--- src/rtl/game_sound_sequencer.sv ---
// -----------------------------------------------------------------------------
// game_sound_sequencer
//
// Turns hit/miss events from the whack-a-mole datapath into fixed-length
// square-wave tones and writes them, one stereo sample at a time, into the
// audio-codec output FIFO. A hit plays a high pitch and a miss plays a low
// pitch. Events that arrive while a tone is playing wait in a one-deep
// pending slot, and a miss takes priority over a hit.
//
// Ports:
//   clk                      system clock (only clock)
//   resetn                   synchronous active-low reset
//   hit_miss[1:0]            event code: 00 none, 01 hit, 10/11 miss
//   audio_out_allowed        codec FIFO has space
//   write_audio_out          one-cycle write strobe to the codec FIFO
//   left_channel_audio_out   sample, valid while write_audio_out=1
//   right_channel_audio_out  same sample as the left channel
//   busy                     a tone is playing
//   sound_id[1:0]            tone playing now: 00 none, 01 hit, 10 miss
// -----------------------------------------------------------------------------
module game_sound_sequencer #(
    parameter int                  SAMPLE_W     = 24,
    parameter logic [SAMPLE_W-1:0] AMPLITUDE    = 24'h0FFFFF,
    parameter int                  HIT_HALF     = 24,
    parameter int                  MISS_HALF    = 120,
    parameter int                  TONE_SAMPLES = 12000
) (
    input  logic                clk,
    input  logic                resetn,
    input  logic [1:0]          hit_miss,
    input  logic                audio_out_allowed,
    output logic                write_audio_out,
    output logic [SAMPLE_W-1:0] left_channel_audio_out,
    output logic [SAMPLE_W-1:0] right_channel_audio_out,
    output logic                busy,
    output logic [1:0]          sound_id
);

    localparam int HALF_MAX = (HIT_HALF > MISS_HALF) ? HIT_HALF : MISS_HALF;
    localparam int HC_W     = $clog2(HALF_MAX + 1);
    localparam int SC_W     = $clog2(TONE_SAMPLES + 1);

    localparam logic [SAMPLE_W-1:0] POS_AMP     = AMPLITUDE;
    localparam logic [SAMPLE_W-1:0] NEG_AMP     = SAMPLE_W'(0) - AMPLITUDE;
    localparam logic [HC_W-1:0]     HIT_LAST    = HC_W'(HIT_HALF - 1);
    localparam logic [HC_W-1:0]     MISS_LAST   = HC_W'(MISS_HALF - 1);
    localparam logic [SC_W-1:0]     LAST_SAMPLE = SC_W'(TONE_SAMPLES - 1);

    localparam logic [1:0] ID_NONE = 2'b00;
    localparam logic [1:0] ID_HIT  = 2'b01;
    localparam logic [1:0] ID_MISS = 2'b10;

    typedef enum logic {
        IDLE,
        PLAY
    } state_t;

    state_t              state,      state_n;
    logic [1:0]          prev_hm;
    logic                pend_valid, pend_valid_n;
    logic                pend_miss,  pend_miss_n;
    logic [1:0]          sound_id_n;
    logic                busy_n;
    logic                write_n;
    logic [SAMPLE_W-1:0] sample_q,   sample_n;
    logic [HC_W-1:0]     half_cnt,   half_n;
    logic [SC_W-1:0]     sample_cnt, cnt_n;
    logic                phase,      phase_n;

    logic                req;
    logic                req_miss;
    logic [HC_W-1:0]     half_last;

    // A new event is any non-zero code that differs from last cycle's code,
    // so a held code fires once and a direct 01->10 change fires again.
    assign req       = (hit_miss != 2'b00) && (hit_miss != prev_hm);
    assign req_miss  = hit_miss[1];
    assign half_last = (sound_id == ID_MISS) ? MISS_LAST : HIT_LAST;

    always_comb begin
        // NOTE: every signal written here gets its default first, so no path
        // leaves one unassigned and no latch is inferred.
        state_n      = state;
        pend_valid_n = pend_valid;
        pend_miss_n  = pend_miss;
        sound_id_n   = sound_id;
        busy_n       = busy;
        write_n      = 1'b0;
        sample_n     = sample_q;
        half_n       = half_cnt;
        cnt_n        = sample_cnt;
        phase_n      = phase;

        case (state)
            IDLE: begin
                if (req) begin
                    state_n    = PLAY;
                    busy_n     = 1'b1;
                    sound_id_n = req_miss ? ID_MISS : ID_HIT;
                    half_n     = '0;
                    cnt_n      = '0;
                    phase_n    = 1'b0;
                end
            end

            PLAY: begin
                // Pending slot: empty takes anything, a held hit is upgraded
                // by a miss, a held miss ignores everything.
                if (req) begin
                    if (!pend_valid) begin
                        pend_valid_n = 1'b1;
                        pend_miss_n  = req_miss;
                    end else if (!pend_miss && req_miss) begin
                        pend_miss_n = 1'b1;
                    end
                end

                // Gating on the current strobe limits writes to one every
                // other cycle; counters only move on a write, so backpressure
                // stretches the tone without shortening it.
                if (audio_out_allowed && !write_audio_out) begin
                    write_n  = 1'b1;
                    sample_n = phase ? NEG_AMP : POS_AMP;
                    cnt_n    = sample_cnt + SC_W'(1);
                    if (half_cnt == half_last) begin
                        half_n  = '0;
                        phase_n = ~phase;
                    end else begin
                        half_n = half_cnt + HC_W'(1);
                    end

                    if (sample_cnt == LAST_SAMPLE) begin
                        half_n  = '0;
                        cnt_n   = '0;
                        phase_n = 1'b0;
                        // The slot update above already folded in a request
                        // from this very cycle, so it starts immediately.
                        if (pend_valid_n) begin
                            sound_id_n   = pend_miss_n ? ID_MISS : ID_HIT;
                            pend_valid_n = 1'b0;
                            pend_miss_n  = 1'b0;
                        end else begin
                            state_n    = IDLE;
                            busy_n     = 1'b0;
                            sound_id_n = ID_NONE;
                        end
                    end
                end
            end
        endcase
    end

    always_ff @(posedge clk) begin
        // NOTE: registered state uses non-blocking assignments so every
        // register samples its next value from the same pre-edge snapshot.
        // prev_hm keeps tracking the input through reset, so a code that is
        // held across reset release is not mistaken for a fresh event.
        prev_hm <= hit_miss;
        if (!resetn) begin
            state           <= IDLE;
            pend_valid      <= 1'b0;
            pend_miss       <= 1'b0;
            sound_id        <= ID_NONE;
            busy            <= 1'b0;
            write_audio_out <= 1'b0;
            sample_q        <= '0;
            half_cnt        <= '0;
            sample_cnt      <= '0;
            phase           <= 1'b0;
        end else begin
            state           <= state_n;
            pend_valid      <= pend_valid_n;
            pend_miss       <= pend_miss_n;
            sound_id        <= sound_id_n;
            busy            <= busy_n;
            write_audio_out <= write_n;
            sample_q        <= sample_n;
            half_cnt        <= half_n;
            sample_cnt      <= cnt_n;
            phase           <= phase_n;
        end
    end

    assign left_channel_audio_out  = sample_q;
    assign right_channel_audio_out = sample_q;

endmodule

--- config.mk ---
export PLATFORM = sky130hd
export DESIGN_NAME = game_sound_sequencer
export DESIGN_NICKNAME = d
export VERILOG_FILES = /design/src/rtl/game_sound_sequencer.sv
export SDC_FILE = /design/constraint.sdc
export NUM_CORES = 1
export LEC_CHECK = 0
export CAP_MARGIN = 20
export CORE_ASPECT_RATIO = 2
export CORE_UTILIZATION = 35
export CTS_CLUSTER_SIZE = 8
export DETAILED_ROUTE_END_ITERATION = 10
export SKIP_CTS_REPAIR_TIMING = 1
export SLEW_MARGIN = 20
export SYNTH_ARGS = -nofsm -noshare
export SYNTH_HDL_FRONTEND = slang
export SYNTH_SLANG_ARGS = --single-unit
--- constraint.sdc ---
create_clock -name clk -period 3.1 [get_ports clk]
set_input_delay 0.465 -clock clk [delete_from_list [all_inputs] [get_ports clk]]
set_output_delay 0.465 -clock clk [all_outputs]
set_load 0.03 [all_outputs]
After elaboration in Yosys (flattened, before gate mapping). Index checks and enable logic that the tools add are counted.

Register bits after elaboration: 55.

Add/subtract/negate cells: 2. Reductions and logical operators: 12. Bitwise operators: 2. Mux-type cells: 45. Eq/ne operators: 9.

Operators with widths (number): 14-bit two-way mux (3); 7-bit two-way mux (5); 14-bit case mux with 2 select lines (1); 1-bit two-way mux (24); 24-bit two-way mux (1); 14-bit by 1-bit adder with 14-bit output (second input constant) (1); 14-bit equality test (second input constant) (1); 7-bit case mux with 2 select lines (1); 2-bit two-way mux (6); 7-bit by 1-bit adder with 7-bit output (second input constant) (1); 7-bit equality test (1); 1-bit case mux with 2 select lines (3); 2-bit AND reduction (3); 3-bit AND reduction (2); 2-bit by 1-bit inequality test with 1-bit output (second input constant) (2); 2-bit inequality test (second input constant) (2); 2-bit case mux with 2 select lines (1); 4-bit AND reduction (1); 1-bit logical AND (3); 3-bit by 1-bit inequality test with 1-bit output (second input constant) (1); 2-bit equality test (second input constant) (1); 1-bit zero test (2); 2-bit inequality test (1); 1-bit inverter (2); 2-bit nonzero test (1).

Longest topological paths before layout. Gate-level depths: netlist of the first run.

Depth after elaboration: 11. Gate-level depth with buffers: 7. Mapped depth without buffers: 6.

Worst setup path after synthesis of the first run. Ideal clock, no wire load.

Path type: reg2reg. Start: reg sample_cnt[5]. End: reg sound_id[0]. Cell stages (with the launch flop): 7. Library setup time: 0.119 ns. Arrival: 1.891 ns. Setup slack: 1.091 ns. Period minus slack after synthesis: 2.009 ns. Path through: dfxtp_1 buf_6 or4b_4 or4_4 nor2_2 o22ai_1 o221a_1.

Longest elaborated chain between the ends: 3.

RTL lines: start: declaration (RTL line 67) `logic [SC_W-1:0] sample_cnt, cnt_n;`; start signal: assignment (RTL line 179) `sample_cnt <= cnt_n;`; 14-bit equality test (RTL line 132) `if (sample_cnt == LAST_SAMPLE) begin`; 2-bit by 1-bit inequality test with 1-bit output (no source line); 3-bit AND reduction (no source line); end signal: assignment (RTL line 174) `sound_id <= sound_id_n;`; end: declaration (RTL line 36) `output logic [1:0] sound_id`.

Every way passes these cells. A chain may end at the register's enable or synchronous reset.

Worst setup path in the final report of the first run.
Start: reg sample_cnt[5]. End: reg phase.

Longest elaborated chain between the ends: 4. Elaborated cells on any way between the ends: 6. Those cells by class: eq/ne (2); mux (3); reduce/logical (1).

RTL lines: 14-bit equality test (*) (RTL line 132); 1-bit two-way mux (RTL line 132); 1-bit two-way mux (RTL line 121) `if (audio_out_allowed && !write_audio_out) begin`; 1-bit case mux with 2 select lines (RTL line 94) `case (state)`; end signal: assignment (RTL line 180) `phase <= phase_n;`; end: declaration (RTL line 68) `logic phase, phase_n;`.

Every way passes the cells marked *; elsewhere a longest branch is shown, timed or not. The select of a mux whose other input is x is not followed.

==> results of run 1 <==
==> synthesized netlist by cell type, types with 3 or more instances <==
| library cell | n |
|---|---|
| or3_1 | 5 |
| inv_1 | 3 |
| o21ai_0 | 9 |
| nor3_1 | 5 |
| dfxtp_1 | 34 |
| nor2_1 | 14 |
| nand2b_1 | 7 |
| clkbuf_1 | 8 |
| nand3_1 | 14 |
| a311oi_1 | 4 |
| buf_4 | 45 |
| a31oi_1 | 9 |
| or2_2 | 4 |
| a21oi_1 | 11 |
| nand2_1 | 22 |
| nand4_1 | 7 |
| nand4b_1 | 4 |
| and3_1 | 7 |
==> where the power goes <==
group          internal [uW]  switching, uW
combinational            109            174
clock                    310            176
sequential               451           14.5
==> stage by stage <==
stage / setup slack (ps) / util [%] / total power [uW] / cell area (um^2) / instances
floorplan: 1090 / - / 692 / 2130 / 258
global placement: 660 / 41.8 / 757 / 2430 / 325
detailed placement: 614 / 41.8 / 758 / 2430 / 325
CTS: 898 / 44.2 / 1240 / 2570 / 331
global route: 714 / 44.2 / 1280 / 2570 / 331
finish: 906 / 44.2 / 1230 / 2570 / 331
==> metal layers <==
metal  wire (um)  GRT usage, %
met2        2660          29.9
met3         263          2.07
met1        1990          17.9
met5           0             0
met4         142          10.1
==> cells in the final DEF, fill, tap and decap left out, types with 5 or more instances in the layout <==
cell | synthesis | final
dfxtp_1 | 34 | 34
a31oi_1 | 9 | 9
nand3_1 | 14 | 14
nor2_1 | 14 | 14
and3_1 | 7 | 7
nand2b_1 | 7 | 7
buf_4 | 45 | 7
nand4_1 | 7 | 7
nand2_1 | 22 | 22
or3_1 | 5 | 5
clkbuf_16 | 0 | 5
o21ai_0 | 9 | 9
a21oi_1 | 11 | 11
nor3_1 | 5 | 5
clkdlybuf4s50_1 | 0 | 56
==> cells by family (layout without fill, tap and decap cells) <==
| kind of cell | count (synthesis) | in the layout | share of synthesized area (%) |
|---|---|---|---|
| xor gates and xnor gates | 1 | 1 | 0.411 |
| buffers and inverters | 60 | 72 | 18.9 |
| adders and majority gates | 2 | 2 | 1.17 |
| and+or+nand+nor | 102 | 102 | 27.3 |
| AOI/OAI and AO/OA | 57 | 57 | 19.4 |
| muxes | 2 | 2 | 0.938 |
| DFF | 34 | 34 | 31.9 |
==> worst max-delay path by stage <==
| stage | start | to | depth (start not counted) |
|---|---|---|---|
| after global routing | hit_miss[1] | half_cnt[6] | 6 |
| after global placement | hit_miss[1] | half_cnt[5] | 6 |
| after detailed placement | hit_miss[1] | half_cnt[6] | 6 |
| after CTS | hit_miss[1] | half_cnt[6] | 6 |
| final | sample_cnt[5] | phase | 5 |
| after floorplan | sample_cnt[5] | sound_id[0] | 6 |
==> registers in the layout (all words and copies together), names as in the netlist <==
register                count
sample_cnt                 14
half_cnt                    7
left_channel_audio_out      3
prev_hm                     2
sound_id                    2
busy                        1
pend_miss                   1
pend_valid                  1
phase                       1
state                       1
write_audio_out             1
==> worst max-delay path: cells and delay by family (launching register included) <==
| kind | cells | cell delay (ps) |
|---|---|---|
| AOI/OAI and AO/OA | 2 | 500 |
| muxes | 1 | 200 |
| DFF | 1 | 410 |
| and+or+nand+nor | 2 | 1010 |
==> cell type report <==
cell class / count / area, um^2 / share of cell area (%)
Timing Repair Buffer: 63 / 613 / 23.9
Tap cell: 61 / 76.3 / 2.97
Inverter: 3 / 11.3 / 0.438
Multi-Input combinational cell: 164 / 1050 / 40.8
Sequential cell: 34 / 681 / 26.5
Clock buffer: 6 / 139 / 5.41
==> impl_metrics.py, run 1 <==
metrics = {
    "synth": {
        "synth-seq-cells": 34,
        "ys_async_sr_fraction_pct": 0,
        "synth.top_cell.area_share_pct": 31.9,
        "synthFlopType": "dfxtp_1",
        "ys_seq_area_share_pct": 31.9,
        "syn_avg_cell_area_um2": 8.27,
        "synth_nets": 265,
        "synth_area_mm2": 0.00213,
        "synth_warnings": 0,
        "ys_top_cells_by_area": "dfxtp_1 (32%), buf_4 (16%), nand2_1 (3.9%), nand3_1 (3.3%), a31oi_1 (2.6%)",
        "yosysTopAreaCell": "dfxtp_1",
        "yosys.cell_types.count": 55,
        "synth-edff-count": 0,
        "synth_cells": 258,
    },
    "hold_path": {
        "min_to": "half_cnt[1]",
        "min_path_type": "register to register",
        "hold_start": "half_cnt[1]",
        "hold_depth": 2,
    },
    "placement": {
        "place_congestion": 0.805,
        "hpwl_mm": 3.65,
        "portBuffers": 56,
    },
    "clock_network": {
        "clk_pin_slew_ps": 50,
        "cts.sinks": 34,
        "root_buffer": "clkbuf_16",
        "cts_tree": "done",
        "cts_buffers": 5,
        "insertion_delay_ps": 280,
        "clockBufferDepth": 2,
        "h-tree-depth": 2,
    },
    "floorplanning": {
        "num_rows": 39,
        "dieArea_mm2": 0.00643,
        "start_util_pct": 36.7,
        "die_w_um": 57.2,
        "core_mm2": 0.00581,
        "pin_count": 57,
        "die_y_um": 112,
    },
    "run": {
        "maxCapViolations": 0,
    },
    "layout": {
        "area.growth.synth_to_final_pct": 20.4,
        "nets": 278,
        "n_fill_cell": 586,
        "antenna_cells": 0,
        "drive_gt1_share_pct": 10.0,
    },
    "routing": {
        "drcViolationCount": 12,
        "viasPerCell": 5.67,
        "dr.first_iter.drc_count": 80,
        "wl_mm": 5.06,
        "drtPass1Iterations": 7,
        "wire_per_inst_um": 15.3,
        "drtAntennaViolNets": 0,
        "vias": 1877,
    },
    "setup_path": {
        "critPathKind": "register to register",
        "cp.arrival_ps": 2400,
        "rr_startpoint": "sample_cnt[5]",
        "required_ps": 3310,
        "max_stage_delay_ps": 600,
        "rr_worst_depth": 5,
        "path_cells": "or4b_4 > nor4_4 > a211o_1 > a21boi_1 > mux2i_1",
        "ff2ff_setup_slack_ps": 910,
        "setup.worst_path.start_class": "register",
        "r2r_end": "phase",
        "cpMaxStageDelayCell": "or4b_4",
        "crit_path_end_kind": "register",
        "cp_max_fo": 9,
    },
    "timing": {
        "hold_viol": 0,
        "setup_viol": 0,
        "timing.final.crit_share_pct": 70.8,
        "relSlewSlack_pct": 59.5,
        "tightest_slew_ps": 606,
        "clock-skew-final_ps": 3.32,
        "timing.hold.ws_ps": 480,
        "layout_min_cycle_time_ps": 2190,
        "slew_viol_final": 0,
        "setup_tns_ps": 0,
        "rsz0062_at_grt": "false",
        "max_clock_freq_mhz": 456,
    },
    "global_routing": {
        "grt_pass1_wl_mm": 8.29,
        "grt_util_all_layers_pct": 16.6,
        "overflow": 0,
        "grt_pass1_vias": 1725,
        "grt_max_degree": 39,
        "antenna_found_initial": 0,
    },
    "power_and_ir_drop": {
        "power_leakage_uw": 0.000898,
        "power_density_mw_per_mm2": 480,
        "peakVddDrop_mv": 0.204,
    },
    "run_status": {
        "violations": "design-rule violations",
        "outcome": "finished, violations left",
    },
}
Note: power is estimated with default switching activity, not from simulation.
==> run 2: changes to the inputs <==
- clock period: 3.1 -> 1.9 ns (I/O delays scaled with it)
==> run 2 against run 1 <==
  * Core utilization grew 5.0 points
  * Routed wire length grew 13%
  * The flow finishes with violations (design-rule violations, negative setup slack)
  * Fmax grew 10%
  * Sequential power grew 62%
==> impl_metrics.py, run 2 (synthesis gave the netlist of run 1 again) <==
metrics = {
    "run_status": {
        "outcome": "finished, violations left",
        "violations": "design-rule violations, negative setup slack",
    },
    "placement": {
        "place_congestion": 0.819,
        "portBuffers": 56,
        "hpwl_mm": 4.05,
        "placed_cell_area_mm2": 0.00262,
    },
    "routing": {
        "wl_mm": 5.70,
        "vias": 2039,
        "drtPass1Iterations": 8,
        "drtAntennaViolNets": 0,
        "dr.first_iter.drc_count": 88,
        "viasPerCell": 5.44,
        "wire_per_inst_um": 15.2,
        "drcViolationCount": 13,
    },
    "power_and_ir_drop": {
        "power_density_mw_per_mm2": 713,
        "peakVddDrop_mv": 0.541,
        "power_uw": 2040,
        "power_leakage_uw": 0.00119,
    },
    "clock_network": {
        "clockBufferDepth": 2,
        "cts_tree": "done",
        "cts.sinks": 34,
        "root_buffer": "clkbuf_16",
        "clk_pin_slew_ps": 50,
        "h-tree-depth": 2,
        "insertion_delay_ps": 280,
        "cts_buffers": 5,
    },
    "floorplanning": {
        "start_util_pct": 36.7,
        "pin_count": 57,
        "dieArea_mm2": 0.00643,
        "core_mm2": 0.00581,
        "num_rows": 39,
        "die_y_um": 112,
        "die_w_um": 57.2,
    },
    "timing": {
        "slew_viol_final": 0,
        "tightest_slew_ps": 673,
        "relSlewSlack_pct": 55.0,
        "max_clock_freq_mhz": 503,
        "timing.final.crit_share_pct": 105,
        "setup_ws_ps": -89.5,
        "rsz0062_at_grt": "true",
        "layout_min_cycle_time_ps": 1990,
        "clock-skew-final_ps": 3.44,
        "setup_viol": 12,
        "hold_viol": 0,
    },
    "setup_path": {
        "cp.arrival_ps": 2140,
        "path_cells": "or4b_4 > nor4_4 > buf_4 > nor2_2 > buf_6 > a41oi_2 > a311oi_2",
        "setup.worst_path.start_class": "register",
        "rr_startpoint": "sample_cnt[5]",
        "cpMaxStageDelayCell": "or4b_4",
        "required_ps": 2050,
        "path_depth": 7,
        "path_delay_family": "simple AND/OR/NAND/NOR gates",
        "r2r_end": "sample_cnt[11]",
        "cp_max_fo": 8,
        "crit_path_end_kind": "register",
        "path_buf_inv": 2,
        "max_stage_delay_ps": 590,
        "rr_worst_depth": 7,
        "ff2ff_setup_slack_ps": -90,
        "critPathKind": "register to register",
    },
    "layout": {
        "regMostFlops": "sample_cnt",
        "drive_gt1_share_pct": 38.5,
        "antenna_cells": 0,
        "final_cell_mix": "buf_4 (86), dfxtp_1 (31), nand2_1 (22)",
        "final_cell_area_mm2": 0.00286,
        "layout_commonest_cell": "buf_4",
        "area.growth.synth_to_final_pct": 34.0,
        "largest_reg_flops": 14,
        "fin_util_pct": 49.2,
        "nets": 321,
    },
    "global_routing": {
        "antenna_found_initial": 0,
        "grt_pass1_wl_mm": 8.95,
        "grt_util_all_layers_pct": 18.0,
        "overflow": 0,
        "grt_pass1_vias": 1914,
        "grt_max_degree": 39,
    },
    "hold_path": {
        "hold_start": "left_channel_audio_out[19]",
        "hold_depth": 2,
        "min_to": "left_channel_audio_out[19]",
        "min_path_type": "register to register",
    },
    "run": {
        "maxCapViolations": 0,
    },
}
==> run 2: cell count changes in the layout (fill, tap and decap cells not counted), moves of 2 or more <==
cell	change
buf_4	+79
clkdlybuf4s50_1	-38
o21ai_0	-4
o21ai_1	+4
dfxtp_1	-3
dfxtp_2	+3
a41oi_1	-2
a41oi_2	+2
buf_6	+2
clkbuf_1	+2
nor2_1	-2
==> run 2: metrics by stage <==
| step | instances | worst slack, ps | hold slack (ps) | TNS (ps) |
|---|---|---|---|---|
| final | 375 | -89.5 | 495 | -603 |
| after global routing | 375 | -157 | 531 | -1940 |
| after CTS | 370 | -200 | 499 | -1390 |
| after detailed placement | 363 | -319 | 488 | -2720 |
| after global placement | 363 | -336 | 466 | -2830 |
| after floorplan | 258 | -98.1 | 313 | -117 |
==> run 2: cell type report <==
type	count	area, um^2
inverter	3	11.3
sequential	34	684
tap	61	76.3
clock buffer	7	133
timing repair buffer	106	848
fill	563	2950
multi-input combinational	164	1110
==> run 2: routing by layer <==
layer	track usage [%]	share of wire, %
met3	3.92	5.6
met4	7.64	1.8
met2	33.6	55
met1	18.8	38
met5	0	0
==> run 2: worst register-to-register path: stages (launching register included) <==
cell and delay, ps:
dfxtp_2 310, or4b_4 590, nor4_4 330, buf_4 180, nor2_2 50, buf_6 160, a41oi_2 180, a311oi_2 50
==> run 2: how the worst max path moves through the flow <==
stage	start	endpoint
final	sample_cnt[5]	sample_cnt[11]
after global routing	sample_cnt[5]	sample_cnt[11]
after floorplan	sample_cnt[5]	sound_id[0]
after detailed placement	audio_out_allowed	half_cnt[3]
after CTS	half_cnt[0]	half_cnt[3]
after global placement	audio_out_allowed	half_cnt[4]
==> run 2: report_power, final <==
part | switching [uW] | leakage (uW) | internal [uW]
clock | 297 | 0.0000640 | 479
combinational | 309 | 0.000846 | 197
sequential | 20.5 | 0.000278 | 736
==> run 3: changes to the inputs <==
- HOLD_SLACK_MARGIN: default -> 0.06
==> results of run 3 <==
Same layout as run 2: the final DEF is identical, and so are final timing and power.
